--- config.mk ---
export PLATFORM = sky130hd
export DESIGN_NAME = result_seg_display
export DESIGN_NICKNAME = d
export VERILOG_FILES = /design/src/rtl/seg_pkg.sv /design/src/rtl/hex2seg.sv /design/src/rtl/result_seg_display.sv
export SDC_FILE = /design/constraint.sdc
export NUM_CORES = 1
export LEC_CHECK = 0
export BUFFER_PORTS_ARGS = -buffer_cell sky130_fd_sc_hd__buf_2
export CORE_ASPECT_RATIO = 1.25
export CORE_MARGIN = 8
export CORE_UTILIZATION = 60
export DETAILED_ROUTE_END_ITERATION = 16
export PLACE_DENSITY = 0.82
export SLEW_MARGIN = 20
export SYNTH_ARGS = -nofsm -noshare
export SYNTH_HDL_FRONTEND = slang
export SYNTH_HIERARCHICAL = 1
export SYNTH_SLANG_ARGS = --single-unit
--- constraint.sdc ---
create_clock -name clk -period 6.9 [get_ports clk]
set_input_delay 0.345 -clock clk [delete_from_list [all_inputs] [get_ports clk]]
set_output_delay 0.345 -clock clk [all_outputs]
set_load 0.1 [all_outputs]
--- src/rtl/seg_pkg.sv ---
// Shared constants for the result display: hex segment patterns (g..a),
// operator glyphs, blank pattern and the digit-index type.
package seg_pkg;

  typedef logic [1:0] digit_idx_t;

  localparam logic [6:0] SEG_HEX [16] = '{
    7'h3F, 7'h06, 7'h5B, 7'h4F, 7'h66, 7'h6D, 7'h7D, 7'h07,
    7'h7F, 7'h6F, 7'h77, 7'h7C, 7'h39, 7'h5E, 7'h79, 7'h71
  };

  localparam logic [6:0] SEG_OP_ADD = 7'h77;
  localparam logic [6:0] SEG_OP_SUB = 7'h6D;
  localparam logic [6:0] SEG_BLANK  = 7'h00;

  localparam digit_idx_t IDX_C  = 2'd0;
  localparam digit_idx_t IDX_B  = 2'd1;
  localparam digit_idx_t IDX_OP = 2'd2;
  localparam digit_idx_t IDX_A  = 2'd3;

endpackage

--- src/rtl/hex2seg.sv ---
// Combinational 4-bit value to active-high 7-segment pattern (seg[0]=a).
module hex2seg
  import seg_pkg::*;
(
  input  logic [3:0] val,
  output logic [6:0] seg
);

  // Table lookup of the glyph for the selected nibble
  always_comb begin
    seg = SEG_HEX[val];
  end

endmodule

--- src/rtl/result_seg_display.sv ---
// Four-digit scanned display of "a op b = c" captured once per frame.
// Optional overflow/borrow decimal point on the result digit: RESULT_OVF_DP_EN.
module result_seg_display
  import seg_pkg::*;
#(
  parameter int SCAN_DIV = 100000
) (
  input  logic       clk,
  input  logic       rst_n,
  input  logic       en,
  input  logic       mux_sel,
  input  logic [3:0] input_a,
  input  logic [3:0] input_b,
  input  logic [3:0] output_c,
  output logic [3:0] an,
  output logic [6:0] seg,
  output logic       dp
);

  localparam int CNT_W = (SCAN_DIV > 1) ? $clog2(SCAN_DIV) : 1;
  localparam logic [CNT_W-1:0] CNT_MAX = CNT_W'(SCAN_DIV - 1);
  localparam logic [CNT_W-1:0] CNT_ONE = CNT_W'(1);

  logic [CNT_W-1:0] cnt_r;
  digit_idx_t       idx_r;
  digit_idx_t       next_idx_s;
  logic             first_r;
  logic             tick_s;
  logic             snap_s;

  logic             f_en_r, f_sel_r;
  logic [3:0]       f_a_r, f_b_r, f_c_r;
  logic             d_en_s, d_sel_s;
  logic [3:0]       d_a_s, d_b_s, d_c_s;

  logic [3:0]       digit_val_s;
  logic [6:0]       hex_seg_s;
  logic             ovf_s;
  logic [3:0]       an_nx_s;
  logic [6:0]       seg_nx_s;
  logic             dp_nx_s;

  assign tick_s     = (cnt_r == CNT_MAX);
  assign next_idx_s = idx_r + 2'd1;
  // The first tick after reset captures too, so the display never shows stale zeros
  assign snap_s     = tick_s && (first_r || (idx_r == IDX_A));

  // Prescaler and digit index
  always_ff @(posedge clk or negedge rst_n) begin
    if (!rst_n) begin
      cnt_r   <= '0;
      idx_r   <= IDX_C;
      first_r <= 1'b1;
    end else if (tick_s) begin
      cnt_r   <= '0;
      idx_r   <= next_idx_s;
      first_r <= 1'b0;
    end else begin
      cnt_r   <= cnt_r + CNT_ONE;
    end
  end

  // Frame snapshot registers
  always_ff @(posedge clk or negedge rst_n) begin
    if (!rst_n) begin
      f_en_r  <= 1'b0;
      f_sel_r <= 1'b0;
      f_a_r   <= 4'h0;
      f_b_r   <= 4'h0;
      f_c_r   <= 4'h0;
    end else if (snap_s) begin
      f_en_r  <= en;
      f_sel_r <= mux_sel;
      f_a_r   <= input_a;
      f_b_r   <= input_b;
      f_c_r   <= output_c;
    end
  end

  // On a capturing tick the new digit must already use the values being captured
  assign d_en_s  = snap_s ? en       : f_en_r;
  assign d_sel_s = snap_s ? mux_sel  : f_sel_r;
  assign d_a_s   = snap_s ? input_a  : f_a_r;
  assign d_b_s   = snap_s ? input_b  : f_b_r;
  assign d_c_s   = snap_s ? output_c : f_c_r;

`ifdef RESULT_OVF_DP_EN
  logic [4:0] sum_s;
  assign sum_s = {1'b0, d_a_s} + {1'b0, d_b_s};
  assign ovf_s = d_sel_s ? (d_a_s < d_b_s) : sum_s[4];
`else
  assign ovf_s = 1'b0;
`endif

  // Nibble selection for the single shared decoder
  always_comb begin
    digit_val_s = d_c_s;
    case (next_idx_s)
      IDX_A:   digit_val_s = d_a_s;
      IDX_B:   digit_val_s = d_b_s;
      IDX_C:   digit_val_s = d_c_s;
      default: digit_val_s = d_c_s;
    endcase
  end

  hex2seg u_hex2seg (
    .val (digit_val_s),
    .seg (hex_seg_s)
  );

  // Next output pattern for the digit about to be shown
  always_comb begin
    an_nx_s  = 4'b0000;
    seg_nx_s = SEG_BLANK;
    dp_nx_s  = 1'b0;
    if (d_en_s) begin
      an_nx_s  = 4'b0001 << next_idx_s;
      seg_nx_s = (next_idx_s == IDX_OP) ? (d_sel_s ? SEG_OP_SUB : SEG_OP_ADD)
                                        : hex_seg_s;
      dp_nx_s  = ovf_s && (next_idx_s == IDX_C);
    end else begin
      an_nx_s  = 4'b0000;
      seg_nx_s = SEG_BLANK;
      dp_nx_s  = 1'b0;
    end
  end

  // Registered display outputs, updated only when the digit advances
  always_ff @(posedge clk or negedge rst_n) begin
    if (!rst_n) begin
      an  <= 4'b0000;
      seg <= SEG_BLANK;
      dp  <= 1'b0;
    end else if (tick_s) begin
      an  <= an_nx_s;
      seg <= seg_nx_s;
      dp  <= dp_nx_s;
    end
  end

endmodule
# After elaboration in Yosys (flattened, before gate mapping)
# Memories as Yosys holds them, arrays and structs flattened.
# Cells that the tools add are included.
[totals]
ff_bits = 45
romBits = 112
out_inout_bits = 12
n_memories = 1
[mem_list]
columns = ["memory", "depth", "word_bits", "read_ports", "rd_clocked_by_memory_dff", "write_ports", "line_no", "source"]
rows = [
  ["(name not given)", 16, 7, 1, 0, 0, "hex2seg.sv:11", "seg = SEG_HEX[val];"],
]
[op_classes]
add_sub_neg = 2
order_cmp = 1
eq_ne = 5
shifts = 1
muxes = 13
bitwise = 1
n_reduce_logical = 2
[ops]
columns = ["operator", "n"]
rows = [
  ["2-to-1 mux 7 bit", 4],
  ["adder 17 x 1 -> 17 bit (second input constant)", 1],
  ["== test 17 bit (second input constant)", 1],
  ["2-to-1 mux 17 bit", 1],
  ["2-to-1 mux 4 bit", 4],
  ["one-hot mux 4 bit (2 select lines)", 1],
  ["== test 2 bit (second input constant)", 3],
  [">= comparator 5 bit (second input constant)", 1],
  ["2-to-1 mux 5 bit", 1],
  ["NOT 4 -> 5 bit", 1],
  ["<< shifter 1 x 2 -> 4 bit (first input constant)", 1],
  ["adder 2 x 1 -> 2 bit (second input constant)", 1],
  ["== test 2 x 1 -> 1 bit (second input constant)", 1],
  ["2-to-1 mux 1 bit", 2],
  ["logical AND 1 bit", 1],
  ["logical OR 1 bit", 1],
]

# Depth between registers and ports, before layout
# Gate-level depths: netlist of the first run.
[logic_depth]
ltp_word = 11
ltp_mapped = 15

# Hierarchy
# The synthesis of the first run kept the hierarchy.
[by_module_without_submodules]
columns = ["mod", "n_inst", "cells_each", "area_per_inst_um2"]
rows = [
  ["result_seg_display", 1, 197, 2175.8],
  ["hex2seg", 1, 33, 287.8],
]

# Worst setup path before layout of the first run
# OpenSTA, ideal clock, no wires.
[synth_path]
kind = "reg-to-reg"
from = "register cnt_r[0]"
to = "register seg[3]"
setup_time_ps = 127
t_arrival_ps = 3014
path_slack_ps = 3758
stages_incl_launch_ff = 13
n_path_buf = 1
period_less_slack_ps = 3142
path_cell_list = "dfrtp_1 ha_1 and4_4 nand4_4 nor2_4 buf_6 mux2_4 a221o_1 inv_1 ha_1 mux4_1 o21ai_0 o31ai_1"
[synth_via]
elab_chain_len = 10
word_cells_on_any_way = 15
classes_between = "eq/ne (1); mux (11); bitwise (1); reduce/logical (1); memory (1)"
[synth_rtl]
columns = ["item", "line_no", "source"]
rows = [
  ["start: declaration", "result_seg_display.sv:24", "logic [CNT_W-1:0] cnt_r;"],
  ["start signal: assignment", "result_seg_display.sv:59", "cnt_r <= cnt_r + CNT_ONE;"],
  ["== test 17 bit", "result_seg_display.sv:43", "assign tick_s = (cnt_r == CNT_MAX);"],
  ["logical AND 1 bit", "result_seg_display.sv:46", "assign snap_s = tick_s && (first_r || (idx_r == IDX_A));"],
  ["2-to-1 mux 4 bit", "--", ""],
  ["named net d_a_s[0]", "result_seg_display.sv:34", "logic [3:0] d_a_s, d_b_s, d_c_s;"],
  ["one-hot mux 4 bit (2 select lines)", "result_seg_display.sv:98", "case (next_idx_s)"],
  ["named net digit_val_s[0]", "result_seg_display.sv:36", "logic [3:0] digit_val_s;"],
  ["NOT 4 -> 5 bit (not written as such)", "hex2seg.sv:11", ""],
  ["memory read (16 x 7 bit)", "--", ""],
  ["2-to-1 mux 7 bit (not written as such) (2 in series)", "hex2seg.sv:11", ""],
  ["named net hex_seg_s[3]", "result_seg_display.sv:37", "logic [6:0] hex_seg_s;"],
  ["2-to-1 mux 7 bit", "result_seg_display.sv:118", "seg_nx_s = (next_idx_s == IDX_OP) ? (d_sel_s ? SEG_OP_SUB : SEG_OP_ADD)"],
  ["2-to-1 mux 7 bit", "result_seg_display.sv:116", "if (d_en_s) begin"],
  ["end signal: assignment", "result_seg_display.sv:136", "seg <= seg_nx_s;"],
  ["end: declaration", "result_seg_display.sv:16", "output logic [6:0] seg,"],
]
# The timed path passes the listed nets, and every way through them passes these cells. The select of a mux whose other input is x is not followed.
# A chain may end at the register's enable or synchronous reset.

# Final worst setup path of the first run
# Ends and elaborated chain as after synthesis.

==> metrics, run 1 <==
overall routing resource usage=0.163; via count=between 1500 and 2000; cts bufs inserted=5; CTS tree=yes; commonest non-fill, non-tap cell in the layout=dfrtp_1; number of global-route vias before repair=1749; boundary pin count=28; worst-skew pair later-pin latency=~0.31 ns; fin crit share=0.551; CP max-delay cell=nor2_4; Slew headroom=0.345; hold_ws=between 0.15 and 0.2 ns; share of cells above drive strength 1=0.247; mapped cell area=0.00246 mm^2; Fin. Hold Viols=0; Final Setup Violations=0; crit path capture type=register; VDD IR max=0.000120 V; setup tns final=0 ns; CTS Buffer Depth=2; critical path buffer and inverter count=2; syn nets=258; synth unique cells=48; Reg clk slew, reported paths=0.09 ns; crit path DAT=3.98 ns; worst-path fanout max=22; Clock Tree Root=clkbuf_8; Starting DRT DRC Count=95; Post-CTS Setup Inserts=0; initial antenna violation count=0; Synth Area in Compound Gates=0.0995; Setup Skew=0.0128 ns; Pins Over Slew Limit=0; main combinational cell family by area after synthesis=simple AND/OR/NAND/NOR gates; hold buffer count at cts=0; Worst setup SP type=register; total die area=between 0.006 and 0.007 mm^2; status=completed; Setup Crit Path Kind=register to register; Post-DRT Antenna Nets=0; pin count of the biggest net entering global routing=46; most frequent cells in the layout=44 x dfrtp_1, 29 x nand2_1, 26 x buf_2; die span in x=73.3 um; Max Fclk=around 0.26 GHz; Crit path max-delay family=simple AND/OR/NAND/NOR gates; EDFF count, synth=0; Worst Tran Pin Value=0.983 ns; worst min path class=input port to asynchronous set/reset pin; H-tree lvl count=2; Finished Layout Cells=311; Adder-Cell Fraction of Synth Area=0.0609; worst-path cell chain=ha_1 > and4_4 > nand4_4 > nor2_4 > mux2_2 > a221o_1 > inv_1 > ha_1 > inv_1 > mux4_1 > o21ai_0 > o31ai_1; FILL cells=309; Die Y=87.6 um; PostCTS Resize Cnt=0; port buffer count=26; Mean Syn Cell Area=10.7 um^2; Vias/cell=5.60; P_leak=1.23 nW; Core Rows=26; DR WL/cell=15.7 um; total iterations of the first detailed-routing run=4; ys async rst share=1.00; HPWL after DPL=3600 um; first-pass GRT wire length=8150 um; max_cap viols=0; Req. time, crit path=7.08 ns; fin crit period=3.80 ns; simple-gate share of the synthesized area=0.183; Remaining Overflow, GRT=0; Overall Power=0.443 mW; WL final=4880 um; fraction of synthesized area in multiplexers=0.107; post-synthesis cell count=230; area growth from synthesis to layout=9.14%; CP peak stage delay=0.51 ns; nets=282; DR DRC count=0; clk sinks=between 40 and 50; sequential fraction of the synthesis area=0.458; Synth Area in XOR/XNOR=0.0533; PwrDens=165 mW/mm^2; FF+latch count, synth=45; RSZ-0062 raised after global routing=no; Antenna Cells=0; Core Area=0.00400 mm^2; yosys warns=6; initial core utilization=0.616; Most used DFF post-synth=dfrtp_1; routability cong.=0.888; Placed Cells=303
## metrics by stage
step | setup WS [ns] | util | cell area, um^2
after floorplan | 3.76 | - | 2460
after global routing | 2.77 | 0.672 | 2690
final | 3.10 | 0.672 | 2690
after CTS | 3.07 | 0.672 | 2690
after detailed placement | 3.08 | 0.649 | 2600
after global placement | 3.26 | 0.649 | 2600
## cell usage after synthesis, drive strengths merged (2+ instances only)
cell type / instances / area (um^2)
nand2: 29 / 109
xnor2: 6 / 52.6
o21ai: 20 / 100
dfrtp: 44 / 1100
nor2: 19 / 78.8
mux2i: 3 / 30.0
xor2: 9 / 78.8
a22oi: 3 / 22.5
clkbuf: 3 / 11.3
mux2: 18 / 206
buf: 6 / 55.1
nand2b: 2 / 12.5
inv: 7 / 26.3
and2: 2 / 12.5
and3: 3 / 18.8
nor2b: 3 / 18.8
nor3: 3 / 15.0
a21oi: 4 / 20.0
nand4: 3 / 33.8
a221o: 4 / 40.0
and4bb: 2 / 28.8
ha: 12 / 150
a22o: 3 / 26.3
nand3: 6 / 30.0
## layout make-up
class | count | area (um^2) | share of cell area
Timing Repair Buffer | 26 | 130 | 0.0484
Clock buffer | 5 | 68.8 | 0.0256
Multi-Input combinational cell | 169 | 1240 | 0.463
Inverter | 7 | 26.3 | 0.00977
Tap cell | 56 | 70.1 | 0.0261
Clock inverter | 3 | 22.5 | 0.00838
Sequential cell | 45 | 1130 | 0.419
## kinds of logic (layout without fill, tap and decap cells)
group	count (synthesis)	count (layout)
adders and majority gates	12	12
other	1	1
xor gates and xnor gates	15	15
DFF	45	45
buffers and inverters	16	41
AOI/OAI and AO/OA	38	38
and+or+nand+nor	81	81
muxes	22	22
## layer usage
metal / wire length, um / track usage
met1: 2000 / 0.186
met2: 2580 / 0.289
met3: 234 / 0.0412
met4: 62 / 0.0492
met5: 0 / 0
## worst paths after layout
path	startpoint	endpoint	slack, ns	cells after the start
max in group asynchronous	rst_n	cnt_r[0]	6.09	1
max reg2reg	cnt_r[0]	seg[3]	3.10	12
min in group clk	input_a[0]	f_a_r[0]	0.28	2
min reg2reg	an[2]	an[2]	0.49	2
max	cnt_r[0]	seg[3]	3.10	12
min	rst_n	seg[1]	0.19	1
## sequential cells by signal, indices dropped and copies added, names as in the netlist
signal and flops:
cnt_r 17, seg 7, an 4, f_a_r 4, f_b_r 4, f_c_r 4, idx_r 2, f_en_r 1
f_sel_r 1, first_r 1
## where the power goes
group	switching [mW]	internal, mW
sequential	0	0.263
combinational	0.00991	0.00379
clock	0.0943	0.0719
total	0.104	0.339
No activity file was read; power rests on OpenSTA's default activity.
==> run 2, diff against run 1 <==
ABC_AREA = 1   (was default)
CORE_UTILIZATION = 58   (was 60)
PLACE_DENSITY = 0.79   (was 0.82)
clock period = 3.9 ns   (was 6.9 ns; I/O delays follow)
==> run 2 against run 1 <==
Against the previous run: clock skew fell by 0.0039 ns; register-to-register slack got worse by 2.1 ns; maximum frequency rose by 29%; synthesized cell count rose by 47%; sequential power rose by 77%; critical path type unchanged; largest power group unchanged; clock-buffer cell count rose by 2; highest routed layer unchanged; clock power rose by 120%; sequential share of layout area fell by 2.3 points; utilization fell by 1.4 points.
==> metrics, run 2 <==
status=completed; overall routing resource usage=0.178 (+0.0151); mapped cell area=0.00257 mm^2 (+4.3%); dpl ws=0.962 ns (-2.12 ns); H-tree lvl count=2 (unchanged); Clock Tree Root=clkbuf_8; CTS Buffer Depth=2 (unchanged); worst min path class=input port to register; boundary pin count=28 (unchanged); first-pass GRT wire length=9430 um (+16%); total die area=0.00683 mm^2 (+6.3%); clk sinks=45 (unchanged); Synth area leaders=dfrtp_1 43%, nand2_1 17%, inv_1 7.2%; CTS tree=yes; pin count of the biggest net entering global routing=46 (unchanged); post-synthesis cell count=339 (+47%); worst-path fanout max=25 (+14%); routability cong.=0.901 (+1.5%); max_cap viols=0 (unchanged); P_leak=1.50 nW (+23%); nets=394 (+40%); crit path capture type=register; share of cells above drive strength 1=0.144 (-0.103); Pins Over Slew Limit=0 (unchanged); area of the multi-input gates=0.00119 mm^2 (-4.2%); top flop regs=cnt_r x17, seg x7; Yosys top cell area share=0.428 (-0.0185); fin crit share=0.756 (+0.205); initial core utilization=0.594 (-0.0214); initial antenna violation count=0 (unchanged); port buffer count=26 (unchanged); Remaining Overflow, GRT=0 (unchanged); Mean Syn Cell Area=7.58 um^2 (-29%); cts bufs inserted=5 (unchanged); most frequent cells in the layout=115 x nand2_1, 49 x inv_1, 44 x dfrtp_1; EDFF count, synth=0 (unchanged); worst-skew pair later-pin latency=0.30 ns (about the same); Top reg by flops=cnt_r; Vias/cell=5.09 (-9.1%); most used cell, CP=nand2_1; Antenna Cells=0 (unchanged); Overall Power=0.854 mW (+93%); via count=2165 (+24%); Final Setup Violations=0 (unchanged); DR WL/cell=12.8 um (-18%); total iterations of the first detailed-routing run=4 (unchanged); syn nets=367 (+42%); max FFs per register=17 (unchanged); die span in x=75.5 um (+3.0%); Fin. Hold Viols=0 (unchanged); commonest non-fill, non-tap cell in the layout=nand2_1; Post-CTS Setup Inserts=0 (unchanged); synth unique cells=29 (-40%); most instantiated library cell after synthesis=nand2_1; ys async rst share=1.00 (unchanged); area growth from synthesis to layout=10.7%; Area after DPL=0.00272 mm^2 (+4.6%); RSZ-0062 raised after global routing=no; yosys warns=6 (unchanged); DR DRC count=0 (unchanged); number of global-route vias before repair=2185 (+25%); sequential fraction of the synthesis area=0.439 (-0.0189); crit path DAT=3.14 ns (-0.84 ns); Most used DFF post-synth=dfrtp_1; setup tns final=0 ns (unchanged); Reg clk slew, reported paths=0.08 ns (about the same); FF+latch count, synth=45 (unchanged); PwrDens=300 mW/mm^2 (+82%); Core Area=0.00432 mm^2 (+8.1%); HPWL after DPL=4190 um (+17%); fin crit period=2.95 ns (-0.851 ns); Worst Tran Pin Value=0.561 ns (-0.421 ns); CP max-delay cell=dfrtp_1; Worst setup SP type=register; Post-DRT Antenna Nets=0 (unchanged); design area=0.00285 mm^2 (+5.8%); Setup Crit Path Kind=register to register; Req. time, crit path=4.09 ns (-2.99 ns); Commonest cells post-synth=115 x nand2_1, 49 x inv_1, 44 x dfrtp_1; Finished Layout Cells=425 (+37%); post-synth top area cell=dfrtp_1; WL final=5450 um (+12%); Placed Cells=416 (+37%); min setup slack post-route=0.951 ns (-2.15 ns); Setup Skew=0.00897 ns (-0.00386 ns); VDD IR max=0.000166 V (+38%); FILL cells=420 (+36%); Slew headroom=0.622 (+0.277); Die Y=90.4 um (+3.2%); worst-path cell chain=ha_1 > nand2_1 > inv_1 > nand2_1 > nor2_4 > nand3_4 > nand2_1 > o21ai_0 > nand2_1 > nand3_1 > inv_1 > ha_1 > nand2_1 > nand3_1 > nand2_1 > or2_2 > nand2_1 > nand2_1; Reg2Reg Setup Slack=0.95 ns (-2.15 ns); CP peak stage delay=0.37 ns (-0.14 ns); Core Rows=27 (+3.8%); Starting DRT DRC Count=69 (-27%); FF/Latch Area=0.00113 mm^2 (unchanged); Max Fclk=0.339 GHz (+29%)
[run 2: cell types whose count changed in the layout (fill, tap and decap cells not counted), sizes merged, moves of 5 or more]
cell	before	now
xnor2	6	1
nor4	1	6
nand2	29	118
nand3	6	19
nor2	19	27
mux2	18	0
inv	7	52
[run 2: path summary, 6_finish.rpt]
check                            startpoint       end  cells past startpoint
worst max-delay path               cnt_r[0]    seg[0]                     18
worst max register to register     cnt_r[0]    seg[0]                     18
max in group asynchronous             rst_n    seg[1]                      2
worst min register to register      first_r   first_r                      2
worst min-delay path            output_c[3]  f_c_r[3]                      3
min in group asynchronous             rst_n  cnt_r[5]                      2
[run 2: what timing repair did]
| action | 4_1_cts | 5_1_grt |
|---|---|---|
| gates resized for setup | 0 | 0 |
| endpoints found under the hold margin | 0 | 44 |
| hold buffers | 0 | 1 |
[run 2: through the flow]
stage / hold WS (ns) / utilization
global route: 0.143 / 0.658
detailed placement: 0.413 / 0.628
finish: 0.144 / 0.658
CTS: 0.0928 / 0.655
floorplan: -0.101 / -
global placement: 0.411 / 0.628
[run 2: worst max-delay path, delay by kind of cell, from the launching register on]
kind	cells	cell delay [ns]
buffers and inverters	2	0.25
AOI/OAI and AO/OA	1	0.12
adders and majority gates	2	0.45
DFF	1	0.37
and+or+nand+nor	13	1.65
[run 2: final cells by class]
| class | count | area share |
|---|---|---|
| clock buffer | 7 | 0.0303 |
| sequential | 45 | 0.396 |
| inverter | 52 | 0.0686 |
| multi-input combinational | 235 | 0.419 |
| tap | 58 | 0.0255 |
| timing repair buffer | 27 | 0.0501 |
| clock inverter | 1 | 0.0106 |
[run 2: power breakdown]
group	internal, mW	leakage [nW]	switching (mW)	total (mW)
Clock	0.209	0.0585	0.155	0.364
Sequential	0.466	0.485	0	0.466
Combinational	0.00720	0.960	0.0174	0.0246
Total	0.682	1.50	0.172	0.854
[run 2: kinds of logic after synthesis]
group | after synthesis | share of synthesized area
xor gates and xnor gates | 8 | 0.0273
AOI/OAI and AO/OA | 26 | 0.0536
and+or+nand+nor | 188 | 0.323
DFF | 45 | 0.439
other | 1 | 0.00146
adders and majority gates | 12 | 0.0584
buffers and inverters | 59 | 0.0979
[run 2: routing by layer]
layer	global-route usage	up-vias	wire length, um
li1	-	1100	-
met3	0.0456	18	141
met1	0.186	1011	2180
met2	0.317	36	2990
met4	0.0740	0	144
met5	0	-	0
==> run 3, diff against run 2 <==
CORE_UTILIZATION = 53   (was 58)
PLACE_DENSITY = 0.76   (was 0.79)
clock period = 2.56 ns   (was 3.9 ns; I/O delays follow)
==> run 3 against run 2 <==
Against the previous run: critical path depth down 1; clock-buffer cell count unchanged; combinational power up 59%; die area up 7.6%; via count up 14%; routed wire length up 19%; setup slack worse by 0.92 ns; non-clock buffer count up 50; clock power up 56%; clock skew down 0.0037 ns; maximum frequency up 16%; power up 54%; critical path type unchanged; critical endpoint unchanged; highest routed layer unchanged.
==> metrics, run 3 (synthesized netlist as in run 2, its figures left out) <==
status=completed; Fin. Hold Viols=0 (unchanged); setup tns final=0 ns (unchanged); Max Fclk=0.395 GHz (+16%); crit path from=cnt_r[0]; Util after Layout=0.723 (+0.0646); most frequent cells in the layout=104 x nand2_1, 49 x buf_4, 46 x inv_1; top flop regs=cnt_r x17, seg x7; CTS tree=yes; max FFs per register=17 (unchanged); nets=446 (+13%); first-pass GRT wire length=11000 um (+16%); max_cap viols=0 (unchanged); reg-to-reg endpoint=seg[0]; Slew headroom=0.601 (-0.0210); Final Setup Violations=0 (unchanged); area growth from synthesis to layout=32.0%; WL final=6500 um (+19%); FILL cells=374 (-11%); overall routing resource usage=0.183 (+0.00557); VDD IR max=0.000275 V (+66%); Reg2Reg Setup Slack=0.03 ns (-0.92 ns); crit path DAT=2.73 ns (-0.41 ns); Antenna Cells=0 (unchanged); Clock Tree Root=clkbuf_8; Setup Skew=0.00526 ns (-0.00371 ns); commonest non-fill, non-tap cell in the layout=nand2_1; PwrDens=388 mW/mm^2 (+29%); fin crit share=0.989 (+0.233); crit path capture type=register; via count=2459 (+14%); cts bufs inserted=5 (unchanged); H-tree lvl count=2 (unchanged); Worst Tran Pin Value=0.593 ns (+0.0312 ns); pin count of the biggest net entering global routing=46 (unchanged); total die area=0.00735 mm^2 (+7.6%); Post-DRT Antenna Nets=0 (unchanged); P_leak=1.75 nW (+16%); boundary pin count=28 (unchanged); Die Y=93.9 um (+3.8%); initial antenna violation count=0 (unchanged); hold_ws=0.0873 ns (-0.0568 ns); Core Area=0.00469 mm^2 (+8.6%); DR DRC count=0 (unchanged); initial core utilization=0.547 (-0.0469); Top reg by flops=cnt_r; Worst setup SP type=register; worst min path class=input port to register; Setup Crit Path Kind=register to register; share of cells above drive strength 1=0.320 (+0.175); clk sinks=45 (unchanged); Reg clk slew, reported paths=0.08 ns (about the same); RSZ-0062 raised after global routing=yes; number of global-route vias before repair=2563 (+17%); CTS Buffer Depth=2 (unchanged); R2R cell count=17 (-1); Starting DRT DRC Count=173 (+150%); worst-skew pair later-pin latency=0.30 ns (about the same); Req. time, crit path=2.76 ns (-1.33 ns); Remaining Overflow, GRT=0 (unchanged); Pins Over Slew Limit=0 (unchanged); reg2reg start=cnt_r[0]; crit path to=seg[0]; HPWL after DPL=4640 um (+11%); worst-path fanout max=8 (-68%); min setup slack post-route=0.0275 ns (-0.923 ns); total iterations of the first detailed-routing run=4 (unchanged); Vias/cell=5.13 (+0.78%); port buffer count=26 (unchanged); die span in x=78.3 um (+3.6%); Core Rows=28 (+3.7%); DR WL/cell=13.6 um (+5.8%); routability cong.=0.934 (+3.7%); dpl ws=-0.119 ns (-1.08 ns); fin crit period=2.53 ns (-0.417 ns)
## run 3: changes by cell type in the layout (fill, tap and decap cells not counted), moves of 3 or more
cell | before | now
buf_4 | 1 | 49
ha_1 | 12 | 7
ha_2 | 0 | 3
inv_1 | 49 | 46
nand2_1 | 115 | 104
nand2_2 | 3 | 14
nand3_1 | 18 | 15
nand3_4 | 1 | 5
o21ai_1 | 8 | 5
o21ai_2 | 2 | 7
## run 3: through the flow
step / total power [mW] / instances / instance area, um^2
4_1_cts: 1.32 / 471 / 3200
6_report: 1.32 / 479 / 3390
3_5_place_dp: 0.762 / 461 / 3040
3_3_place_gp: 0.761 / 461 / 3040
5_1_grt: 1.36 / 479 / 3390
2_1_floorplan: 0.736 / 339 / 2570
## run 3: metal layers
layer	vias up	global-route usage	part of all wire
met5	-	0	0
met2	73	0.329	0.53
met1	1139	0.192	0.39
met4	0	0.121	0.053
met3	37	0.0326	0.024
li1	1210	-	-
## run 3: power breakdown
group / total, mW / leakage, nW / switching, mW / internal, mW
sequential: 0.710 / 0.485 / 0 / 0.710
combinational: 0.0390 / 1.20 / 0.0280 / 0.0110
clock: 0.567 / 0.0585 / 0.248 / 0.319
total: 1.32 / 1.75 / 0.276 / 1.04
## run 3: worst min path at each step
stage | from | slack (ns) | endpoint | depth (start not counted)
final | input_b[1] | 0.09 | f_b_r[1] | 3
after global routing | output_c[3] | 0.08 | f_c_r[3] | 3
after CTS | rst_n | 0.04 | seg[1] | 1
after detailed placement | rst_n | 0.37 | cnt_r[15] | 1
after global placement | rst_n | 0.34 | cnt_r[16] | 1
after floorplan | rst_n | -0.17 | an[0] | 0
## run 3: critical path: stages (launching register included)
cell and delay [ns]:
dfrtp_1 0.38, ha_2 0.20, nand2_2 0.06, inv_2 0.06, nand2_2 0.06, nor2_4 0.22
nand3_4 0.18, o21ai_2 0.17, nand2_1 0.10, nand3_4 0.15, buf_6 0.12, ha_4 0.15
nand2_1 0.07, nand3_1 0.09, nand2_1 0.05, or2_2 0.26, nand2_1 0.07, nand2_1 0.05
## run 3: cell type report
class / count / area [um^2] / share of cell area
clock inverter: 1 / 30.0 / 0.00885
tap: 60 / 75.1 / 0.0221
timing repair buffer: 77 / 526 / 0.155
sequential: 45 / 1130 / 0.332
inverter: 52 / 200 / 0.0590
clock buffer: 7 / 86.3 / 0.0255
multi-input combinational: 237 / 1350 / 0.397
## run 3: timing repair
item,4_1_cts,5_1_grt
setup endpoints to repair,6,7
hold buffers,0,1
endpoints found under the hold margin,0,44
cloned,1,1
resized for setup,9,34
setup buffers,1,6
pin swaps,2,14
